==> src/rtl/display_pkg.sv <==
// -----------------------------------------------------------------------------
// display_pkg
// Shared constants and helpers for the display source selector:
//   RED_R        - highlight / error red level
//   TCON_W       - width of one TCON write word
//   pack_tcon    - packs 8-bit R/G/B into the two TCON words {wr1, wr2}
//   onehot_legal - 1 when a select vector (up to 16 bits) has exactly one bit set
// -----------------------------------------------------------------------------
package display_pkg;

   localparam logic [7:0] RED_R  = 8'hFF;
   localparam int         TCON_W = 16;

   // wr1 = {0, G[7:3], B[7:0], 00}; wr2 = {0, G[2:0], 00, R[7:0], 00}
   function automatic logic [2*TCON_W-1:0] pack_tcon(input logic [7:0] r,
                                                     input logic [7:0] g,
                                                     input logic [7:0] b);
      logic [TCON_W-1:0] wr1;
      logic [TCON_W-1:0] wr2;
      wr1 = {1'b0, g[7:3], b, 2'b00};
      wr2 = {1'b0, g[2:0], 2'b00, r, 2'b00};
      return {wr1, wr2};
   endfunction

   // Popcount == 1 over a zero-extended 16-bit vector
   function automatic logic onehot_legal(input logic [15:0] vec);
      logic [4:0] cnt;
      cnt = 5'd0;
      for (int i = 0; i < 16; i++) begin
         cnt = cnt + {4'd0, vec[i]};
      end
      return (cnt == 5'd1);
   endfunction

endpackage

==> src/rtl/fval_blank_timer.sv <==
// -----------------------------------------------------------------------------
// fval_blank_timer
// Counts consecutive low cycles of the registered frame-valid and issues a
// single-cycle load pulse once the blank has lasted BLANK_CYCLES cycles.
// The counter saturates, so only one pulse is produced per blank period.
// Ports:
//   iClk    - pixel clock
//   iRst_n  - asynchronous active-low reset
//   iFval_r - registered frame valid
//   oLoad   - one-cycle select load pulse
// -----------------------------------------------------------------------------
module fval_blank_timer #(
   parameter int BLANK_CYCLES = 50
) (
   input  logic iClk,
   input  logic iRst_n,
   input  logic iFval_r,
   output logic oLoad
);

   localparam logic [7:0] L_BLANK   = 8'(BLANK_CYCLES);
   localparam logic [7:0] L_LOAD_AT = 8'(BLANK_CYCLES - 1);

   logic [7:0] r_cnt;

   // Saturating blank-length counter, cleared whenever a frame is active
   always_ff @(posedge iClk or negedge iRst_n) begin
      if (!iRst_n) begin
         r_cnt <= 8'd0;
      end else if (iFval_r) begin
         r_cnt <= 8'd0;
      end else if (r_cnt < L_BLANK) begin
         r_cnt <= r_cnt + 8'd1;
      end else begin
         r_cnt <= r_cnt;
      end
   end

   // The saturating count passes L_LOAD_AT only once per blank
   assign oLoad = ~iFval_r & (r_cnt == L_LOAD_AT);

endmodule

==> src/rtl/display_source_mux_n.sv <==
// -----------------------------------------------------------------------------
// display_source_mux_n
// N-source display selector between the image pipeline and the TCON SDRAM
// write ports. The one-hot source select is only latched after a qualified
// vertical blank. The chosen source is muxed, with mono expansion and a red
// highlight. The pixel is packed into two 16-bit TCON words, and the
// valid-pixel count of each frame is reported.
// Ports:
//   iClk, iRst_n             - pixel clock, async active-low reset
//   iFval                    - camera frame valid
//   iSelect                  - one-hot source request
//   iSrc_R/G/B               - packed per-source channels, source i at [i*PIX_W +: PIX_W]
//   iSrc_valid, iSrc_red     - per-source pixel valid and highlight flags
//   oWr1_data, oWr2_data     - packed TCON words
//   oWr_data_valid           - write strobe for both words
//   oActive_src              - latched select (0 in error mode)
//   oSel_error               - latched select was not one-hot
//   oFrame_pixels            - valid-pixel count of the last completed frame
// -----------------------------------------------------------------------------
module display_source_mux_n
   import display_pkg::*;
#(
   parameter int                 NUM_SRC      = 8,
   parameter int                 PIX_W        = 8,
   parameter logic [NUM_SRC-1:0] MONO_MASK    = NUM_SRC'(8'b0000_0010),
   parameter int                 BLANK_CYCLES = 50,
   parameter int                 DEFAULT_SRC  = 0,
   parameter int                 CNT_W        = 24
) (
   input  logic                     iClk,
   input  logic                     iRst_n,
   input  logic                     iFval,
   input  logic [NUM_SRC-1:0]       iSelect,
   input  logic [NUM_SRC*PIX_W-1:0] iSrc_R,
   input  logic [NUM_SRC*PIX_W-1:0] iSrc_G,
   input  logic [NUM_SRC*PIX_W-1:0] iSrc_B,
   input  logic [NUM_SRC-1:0]       iSrc_valid,
   input  logic [NUM_SRC-1:0]       iSrc_red,
   output logic [TCON_W-1:0]        oWr1_data,
   output logic [TCON_W-1:0]        oWr2_data,
   output logic                     oWr_data_valid,
   output logic [NUM_SRC-1:0]       oActive_src,
   output logic                     oSel_error,
   output logic [CNT_W-1:0]         oFrame_pixels
);

   localparam logic [NUM_SRC-1:0] SEL_RST  = NUM_SRC'(1) << DEFAULT_SRC;
   localparam logic [NUM_SRC-1:0] SEL_NONE = {NUM_SRC{1'b0}};
   localparam logic [CNT_W-1:0]   CNT_MAX  = {CNT_W{1'b1}};

   logic                 r_fval;
   logic                 r_fval_d;
   logic [NUM_SRC-1:0]   r_active;
   logic                 r_sel_error;
   logic [TCON_W-1:0]    r_wr1;
   logic [TCON_W-1:0]    r_wr2;
   logic                 r_wr_valid;
   logic [CNT_W-1:0]     r_pix_cnt;
   logic [CNT_W-1:0]     r_frame_pixels;

   logic                 w_load;
   logic                 w_fall;
   logic [15:0]          w_sel_ext;
   logic                 w_sel_legal;
   logic [7:0]           w_sel_r;
   logic [7:0]           w_sel_g;
   logic [7:0]           w_sel_b;
   logic                 w_sel_valid;
   logic                 w_sel_red;
   logic                 w_sel_mono;
   logic [7:0]           w_r;
   logic [7:0]           w_g;
   logic [7:0]           w_b;
   logic                 w_valid;
   logic [2*TCON_W-1:0]  w_pack;
   logic [CNT_W-1:0]     w_cnt_inc;

   fval_blank_timer #(
      .BLANK_CYCLES (BLANK_CYCLES)
   ) u_blank_timer (
      .iClk    (iClk),
      .iRst_n  (iRst_n),
      .iFval_r (r_fval),
      .oLoad   (w_load)
   );

   // Registered frame valid and its one-cycle delay for edge detection
   always_ff @(posedge iClk or negedge iRst_n) begin
      if (!iRst_n) begin
         r_fval   <= 1'b0;
         r_fval_d <= 1'b0;
      end else begin
         r_fval   <= iFval;
         r_fval_d <= r_fval;
      end
   end

   assign w_fall = r_fval_d & ~r_fval;

   // Zero-extend the request so the shared 16-bit legality helper can be used
   always_comb begin
      w_sel_ext                = 16'd0;
      w_sel_ext[NUM_SRC-1:0]   = iSelect;
      w_sel_legal              = onehot_legal(w_sel_ext);
   end

   // Select latch: only at the load pulse, an illegal request forces error mode
   always_ff @(posedge iClk or negedge iRst_n) begin
      if (!iRst_n) begin
         r_active    <= SEL_RST;
         r_sel_error <= 1'b0;
      end else if (w_load) begin
         r_active    <= w_sel_legal ? iSelect : SEL_NONE;
         r_sel_error <= ~w_sel_legal;
      end else begin
         r_active    <= r_active;
         r_sel_error <= r_sel_error;
      end
   end

   // AND-OR mux of the selected source; the latched select is one-hot or zero
   always_comb begin
      w_sel_r     = 8'd0;
      w_sel_g     = 8'd0;
      w_sel_b     = 8'd0;
      w_sel_valid = 1'b0;
      w_sel_red   = 1'b0;
      w_sel_mono  = 1'b0;
      for (int i = 0; i < NUM_SRC; i++) begin
         w_sel_r     = w_sel_r | (iSrc_R[i*PIX_W + PIX_W - 8 +: 8] & {8{r_active[i]}});
         w_sel_g     = w_sel_g | (iSrc_G[i*PIX_W + PIX_W - 8 +: 8] & {8{r_active[i]}});
         w_sel_b     = w_sel_b | (iSrc_B[i*PIX_W + PIX_W - 8 +: 8] & {8{r_active[i]}});
         w_sel_valid = w_sel_valid | (iSrc_valid[i] & r_active[i]);
         w_sel_red   = w_sel_red   | (iSrc_red[i]   & r_active[i]);
         w_sel_mono  = w_sel_mono  | (MONO_MASK[i]  & r_active[i]);
      end
   end

   // Pixel colour selection: error red, blank, highlight, mono or colour
   always_comb begin
      w_r     = 8'd0;
      w_g     = 8'd0;
      w_b     = 8'd0;
      w_valid = 1'b0;
      if (r_active == SEL_NONE) begin
         w_r     = RED_R;
         w_valid = iSrc_valid[0];
      end else if (!w_sel_valid) begin
         w_valid = 1'b0;
      end else if (w_sel_red) begin
         w_r     = RED_R;
         w_valid = 1'b1;
      end else if (w_sel_mono) begin
         w_r     = w_sel_r;
         w_g     = w_sel_r;
         w_b     = w_sel_r;
         w_valid = 1'b1;
      end else begin
         w_r     = w_sel_r;
         w_g     = w_sel_g;
         w_b     = w_sel_b;
         w_valid = 1'b1;
      end
   end

   assign w_pack = pack_tcon(w_r, w_g, w_b);

   // Output pixel register: one cycle from source inputs to TCON words
   always_ff @(posedge iClk or negedge iRst_n) begin
      if (!iRst_n) begin
         r_wr1      <= 16'd0;
         r_wr2      <= 16'd0;
         r_wr_valid <= 1'b0;
      end else begin
         r_wr1      <= w_pack[2*TCON_W-1:TCON_W];
         r_wr2      <= w_pack[TCON_W-1:0];
         r_wr_valid <= w_valid;
      end
   end

   // Saturating increment so a stuck-high valid never wraps the count
   assign w_cnt_inc = (r_wr_valid && (r_pix_cnt != CNT_MAX)) ?
                      (r_pix_cnt + CNT_W'(1)) : r_pix_cnt;

   // Frame pixel counter; the capture includes the count of the fall cycle
   always_ff @(posedge iClk or negedge iRst_n) begin
      if (!iRst_n) begin
         r_pix_cnt      <= {CNT_W{1'b0}};
         r_frame_pixels <= {CNT_W{1'b0}};
      end else if (w_fall) begin
         r_pix_cnt      <= {CNT_W{1'b0}};
         r_frame_pixels <= w_cnt_inc;
      end else begin
         r_pix_cnt      <= w_cnt_inc;
         r_frame_pixels <= r_frame_pixels;
      end
   end

   assign oWr1_data      = r_wr1;
   assign oWr2_data      = r_wr2;
   assign oWr_data_valid = r_wr_valid;
   assign oActive_src    = r_active;
   assign oSel_error     = r_sel_error;
   assign oFrame_pixels  = r_frame_pixels;

endmodule

==> config.mk <==
export PLATFORM = sky130hd
export DESIGN_NAME = display_source_mux_n
export DESIGN_NICKNAME = d
export VERILOG_FILES = /design/src/rtl/display_pkg.sv /design/src/rtl/fval_blank_timer.sv /design/src/rtl/display_source_mux_n.sv
export SDC_FILE = /design/constraint.sdc
export NUM_CORES = 1
export LEC_CHECK = 0
export CAP_MARGIN = 20
export CORE_ASPECT_RATIO = 0.5
export CORE_MARGIN = 2
export CORE_UTILIZATION = 38
export DETAILED_ROUTE_END_ITERATION = 10
export PLACE_DENSITY = 0.77
export SLEW_MARGIN = 20
export SYNTH_ARGS = -nofsm -noshare
export SYNTH_HDL_FRONTEND = slang
export SYNTH_SLANG_ARGS = --single-unit
==> constraint.sdc <==
create_clock -name iClk -period 2.3 [get_ports iClk]
set_clock_uncertainty 0.05 [all_clocks]
set_input_delay 0.23 -clock iClk [delete_from_list [all_inputs] [get_ports iClk]]
set_output_delay 0.23 -clock iClk [all_outputs]
set_load 0.05 [all_outputs]
# ---- Word level (Yosys, flattened, before mapping)
# Cells that the tools add are included.
dict set report classes {
  add_sub_neg 9
  mul 0
  n_div 0
  order_cmp 1
  n_eq_ne 3
  n_shift 0
  mux 18
  n_bitwise 79
  n_reduce_logical 3
}
# operator count
set op_table {}
lappend op_table {{bitwise AND 8 bit} 24}
lappend op_table {{bitwise OR 8 bit} 21}
lappend op_table {{2-to-1 mux 8 bit} 14}
lappend op_table {{2-to-1 mux 24 bit} 2}
lappend op_table {{adder 24 x 1 -> 24 bit (second input constant)} 1}
lappend op_table {{!= test 24 bit (second input constant)} 1}
lappend op_table {{bitwise AND 1 bit} 18}
lappend op_table {{adder 5 x 1 -> 5 bit} 3}
lappend op_table {{bitwise OR 1 bit} 14}
lappend op_table {{adder 8 x 1 -> 8 bit (second input constant)} 1}
lappend op_table {{== test 8 x 6 -> 1 bit (second input constant)} 1}
lappend op_table {{logical NOT 8 bit} 1}
lappend op_table {{< comparator 8 x 6 -> 1 bit (second input constant)} 1}
lappend op_table {{adder 4 x 1 -> 5 bit} 1}
lappend op_table {{== test 5 x 1 -> 1 bit (second input constant)} 1}
lappend op_table {{adder 3 x 1 -> 4 bit} 1}
lappend op_table {{adder 2 x 1 -> 3 bit} 1}
lappend op_table {{adder 1 x 1 -> 2 bit} 1}
lappend op_table {{2-to-1 mux 1 bit} 2}
lappend op_table {{inverter 1 bit} 2}
lappend op_table {{nonzero test 2 bit} 1}
lappend op_table {{logical AND 1 bit} 1}
dict set report word_totals {
  register_bits 92
  latch_bits 0
  ramBits 0
  mem_bits_ro 0
  inputBits 219
  output_inout_bits 66
  word_cells 123
  mem_count 0
}

# ---- Logic depth before layout (Yosys ltp)
dict set report logic_depth {
  word_depth 12
  ltp_mapped 12
  ltp_nobuf 12
}

# ---- Cells and area by module
# Synthesis repeated with hierarchy kept, for this count alone.
dict set report hier_totals {
  cells_unflattened 544
  hier_area_um2 5083.6
}
# mod instances cells_per_inst area_per_inst_um2 seq_area_each_um2
set modules_own_cells {}
lappend modules_own_cells {display_source_mux_n 1 501 4648.2 2103.3}
lappend modules_own_cells {fval_blank_timer 1 43 435.4 200.2}

# ---- Worst setup path before layout
# Ideal clock, no wire load.
dict set report synth_path {
  path_kind {in2reg}
  startpoint {input port iSelect[0]}
  endpoint {register r_active[1], in the netlist oActive_src[1]}
  setup_time_ns 0.067
  arrival_ns 3.269
  required_ns 2.183
  slack_ns -1.086
  path_stages 12
  n_path_buf 0
  path_cell_list {inv_1 -> fa_1 -> fa_1 -> fa_1 -> inv_1 -> ha_1 -> inv_1 -> fa_1 -> a2111oi_0 -> a21oi_1 -> nor3_2 -> a22o_1}
}
dict set report synth_via {
  elab_chain_len 9
}
# item line_no
set synth_lines {}
lappend synth_lines {{start, declared} display_source_mux_n.sv:33} ;# input logic [NUM_SRC-1:0] iSelect,
lappend synth_lines {{adder 1 x 1 -> 2 bit} display_pkg.sv:30} ;# cnt = cnt + {4'd0, vec[i]};
lappend synth_lines {{adder 2 x 1 -> 3 bit} display_pkg.sv:30}
lappend synth_lines {{adder 3 x 1 -> 4 bit} display_pkg.sv:30}
lappend synth_lines {{adder 4 x 1 -> 5 bit} display_pkg.sv:30}
lappend synth_lines {{adder 5 x 1 -> 5 bit (3 in a row)} display_pkg.sv:30}
lappend synth_lines {{== test 5 x 1 -> 1 bit} display_pkg.sv:32} ;# return (cnt == 5'd1);
lappend synth_lines {{2-to-1 mux 8 bit} display_source_mux_n.sv:113} ;# r_active <= w_sel_legal ? iSelect : SEL_NONE;
lappend synth_lines {{end signal, assigned} display_source_mux_n.sv:113}
lappend synth_lines {{end signal, assigned} display_source_mux_n.sv:116} ;# r_active <= r_active;
lappend synth_lines {{end, declared} display_source_mux_n.sv:53} ;# logic [NUM_SRC-1:0] r_active;
# Every way passes these cells.
# A chain may end at the register's enable or synchronous reset.

# ---- Worst setup path in the final report
dict set report layout_path {
  startpoint {input port iSelect[3]}
  endpoint {register r_active[7], in the netlist oActive_src[7]}
}
dict set report layout_via {
  elab_chain_len 7
}
# item line_no
set layout_lines {}
lappend layout_lines {{adder 3 x 1 -> 4 bit} display_pkg.sv:30}
lappend layout_lines {{adder 4 x 1 -> 5 bit} display_pkg.sv:30}
lappend layout_lines {{adder 5 x 1 -> 5 bit (3 in a row)} display_pkg.sv:30}
lappend layout_lines {{== test 5 x 1 -> 1 bit} display_pkg.sv:32}
lappend layout_lines {{2-to-1 mux 8 bit} display_source_mux_n.sv:113}
# Every way passes these cells.

==> results.md <==
* Initial antenna violation count at 0
* Register area at 2303 µm²
* Synth async-reset ratio at 100.0%
* Failing checks: setup timing
* Number of global-route vias before repair at 5398
* Chip Width at 166.2 µm
* Pin count of the biggest net entering global routing at 49
* Skew-Pair Late Insertion Delay at 0.34 ns
* GR Util met3 at 5.970%
* Top area cells in the synthesized netlist: dfrtp_1, a22oi_1, a22o_1
* Max Root-Sink Buffers at 2
* Status: complete, but fails checks
* Fill count at 1061
* Root Buffer: clkbuf_16
* All-Layer GR Usage at 25.40%
* Layout Utilization at 65.55%
* Multi-input logic area at 2492 µm²
* Antenna-violating nets left at 0
* TritonCTS Buffers at 9
* WP data required at 2.47 ns
* Fmax at 0.3387 GHz
* Core Area at 12770 µm²
* Slew headroom at 53.50%
* Cells after Synth at 522
* Seq/Total Area, Yosys at 46.06%
* Final Hold Viols at 0
* Vias per cell at 5.421
* Hold Path Class: input pin to flop
* DP Wirelength at 13950 µm
* Diodes inserted at 0
* Final setup fails at 9
* Clock H-tree levels at 3
* Number of max-cap violations at 0
* Number of port buffers at 260
* Seq cells post-synth at 92
* Slew at the pin closest to its max-slew limit at 0.6901 ns
* CP Max Fanout at 4
* WL final at 18060 µm
* Area Growth Syn to Fin at 67.40%
* Std-Cell Rows at 29
* Wire length per cell at 18.62 µm
* GRT Max-Usage Layer: met2
* Clk slew on worst S/H paths at 0.06 ns
* RSZ-0062 raised after global routing: true
* Share of the synthesized area in the top cell type at 45.53%
* Nature of the critical path endpoint: flop
* Critical path launch point type: input pin
* Syn Std Cell Area at 5001 µm²
* Clock Sinks at 92
* Global placement routability congestion at 0.8516
* Leading area contributor after synthesis: dfrtp_1
* WHS at 0.05279 ns
* Pre-antenna DRT Iters at 5
* Peak supply drop at 0.4020 mV
* GR met1 Demand/Resource at 32.20%
* Ys Warns at 0
* Final worst slack at -0.6528 ns
* PD cells at 790.4 nW/µm²
* Number of I/O pins at 285
* P_leak at 3.397 nW
* Ys flop type: dfrtp_1
* Die ar. at 14150 µm²
* Number of synthesized flops with an enable pin at 0
* Power Total at 6.617 mW
* First-pass GRT wire length at 28450 µm
* DP Worst Slack at -1.543 ns
* Grt total ovfl at 0
* Syn avg cell area at 9.581 µm²
* Most common cell in the netlist: dfrtp_1
* Die Y at 85.12 µm
* DRC errors left at 0
* Nets at 1024
* CP Data Arrival Time at 3.13 ns
* Synth top cells by count: dfrtp_1, a22oi_1, nand2_1
* GR Util met2 at 43.87%
* Min cycle time layout at 2.953 ns
* Initial core utilization at 39.16%
* WS Path Type: input pin to flop
* Via count at 5258
* TritonCTS clock tree: built
* Tcrit/Tclk final at 128.4%
* Cell variety after synth at 43
* DR iter-0 viols at 309
* Ratio of cells with drive above 1 in the final layout at 10.75%
* Final max-slew violation count at 0
==> cells by family (layout without fill, tap and decap cells) <==
group | Yosys count | after routing | share of synthesized area (%)
mux | 2 | 2 | 0.4003
other cells | 1 | 8 | 0.07498
fa+ha+maj | 10 | 10 | 3.102
simple gates | 137 | 137 | 14.14
xor+xnor | 26 | 26 | 4.553
buf+inv | 64 | 335 | 5.429
flops | 92 | 92 | 46.06
compound gates | 190 | 190 | 26.24
==> placed cells by master (no fill, tap or decap), drive strengths merged, types with 4 or more instances in the layout <==
| cell type | netlist | routed |
|---|---|---|
| clkdlybuf4s50 | 0 | 248 |
| o21ai | 39 | 39 |
| nand2 | 43 | 43 |
| a22o | 24 | 24 |
| nor2 | 34 | 34 |
| clkbuf | 31 | 10 |
| dfrtp | 91 | 91 |
| nor2b | 4 | 4 |
| a21oi | 28 | 28 |
| a22oi | 56 | 56 |
| fa | 4 | 4 |
| a31oi | 17 | 17 |
| xnor2 | 22 | 22 |
| nand3 | 7 | 7 |
| and4 | 7 | 7 |
| ha | 6 | 6 |
| a221oi | 16 | 16 |
| inv | 18 | 21 |
| nand4 | 25 | 25 |
| conb | 1 | 8 |
| buf | 15 | 52 |
| a211oi | 6 | 6 |
| nor3 | 5 | 5 |
| nor4 | 5 | 5 |
| xor2 | 4 | 4 |
==> state kept, by name, summed over array words and instances, names as in the netlist, 8 cells and up <==
register	cells
oActive_src	8
u_blank_timer.r_cnt	8
oFrame_pixels	24
oWr2_data	11
oWr1_data	13
r_pix_cnt	24
==> through the flow <==
stage          cell area [µm²]  TNS (ns)  cells
2_1_floorplan             5055    -7.054    529
3_3_place_gp              8041    -12.88    951
3_5_place_dp              8041    -13.73    951
4_1_cts                   8362    -7.403    970
5_1_grt                   8372    -6.727    970
6_report                  8372    -5.638    970
==> routing by layer <==
layer,up-vias,part of all wire [%]
li1,2495,-
met1,2521,42
met2,206,50
met3,36,5.8
met4,0,2.1
met5,-,0
==> layout make-up <==
class | instances | share of cell area (%)
repair buffers | 301 | 35.97
multi-input cells | 373 | 29.77
flip-flops and latches | 92 | 27.51
clock buffers | 10 | 2.735
well taps | 170 | 2.541
inverters | 18 | 0.8967
clock inverters | 6 | 0.5679
==> report_power, final <==
part / switching (mW) / leakage (nW) / internal [mW]
Clock: 0.652 / 0.134 / 0.745
Sequential: 0.180 / 1.23 / 1.86
Combinational: 1.91 / 2.03 / 1.27
==> worst max-delay path, stage by stage <==
cell and delay [ns]:
buf_8 0.09, inv_8 0.03, fa_1 0.49, fa_1 0.53
fa_1 0.40, inv_1 0.07, ha_2 0.18, inv_2 0.04
fa_2 0.35, buf_4 0.15, a21oi_2 0.18, nor3_4 0.06
buf_6 0.13, a22o_1 0.20
==> timing repair <==
action	4_1_cts	5_1_grt
pin swaps	14	11
hold endpoints to repair	43	0
resized for setup	20	2
buffers inserted	2	0
hold buffers	1	0
setup endpoints to repair	9	9
==> worst paths after layout <==
check	start	endpoint	slack (ns)	cells after the start
setup / recovery	iSelect[3]	oActive_src[7]	-0.65	14
hold / removal	iSelect[1]	oActive_src[1]	0.05	2
setup reg to reg	oActive_src[0]	oWr2_data[12]	0.15	5
hold reg to reg	oFrame_pixels[14]	oFrame_pixels[14]	0.43	2
max in group asynchronous	iRst_n	r_pix_cnt[8]	1.16	3
min in group asynchronous	iRst_n	r_fval	0.39	2
(Power assumes the default switching activity.)
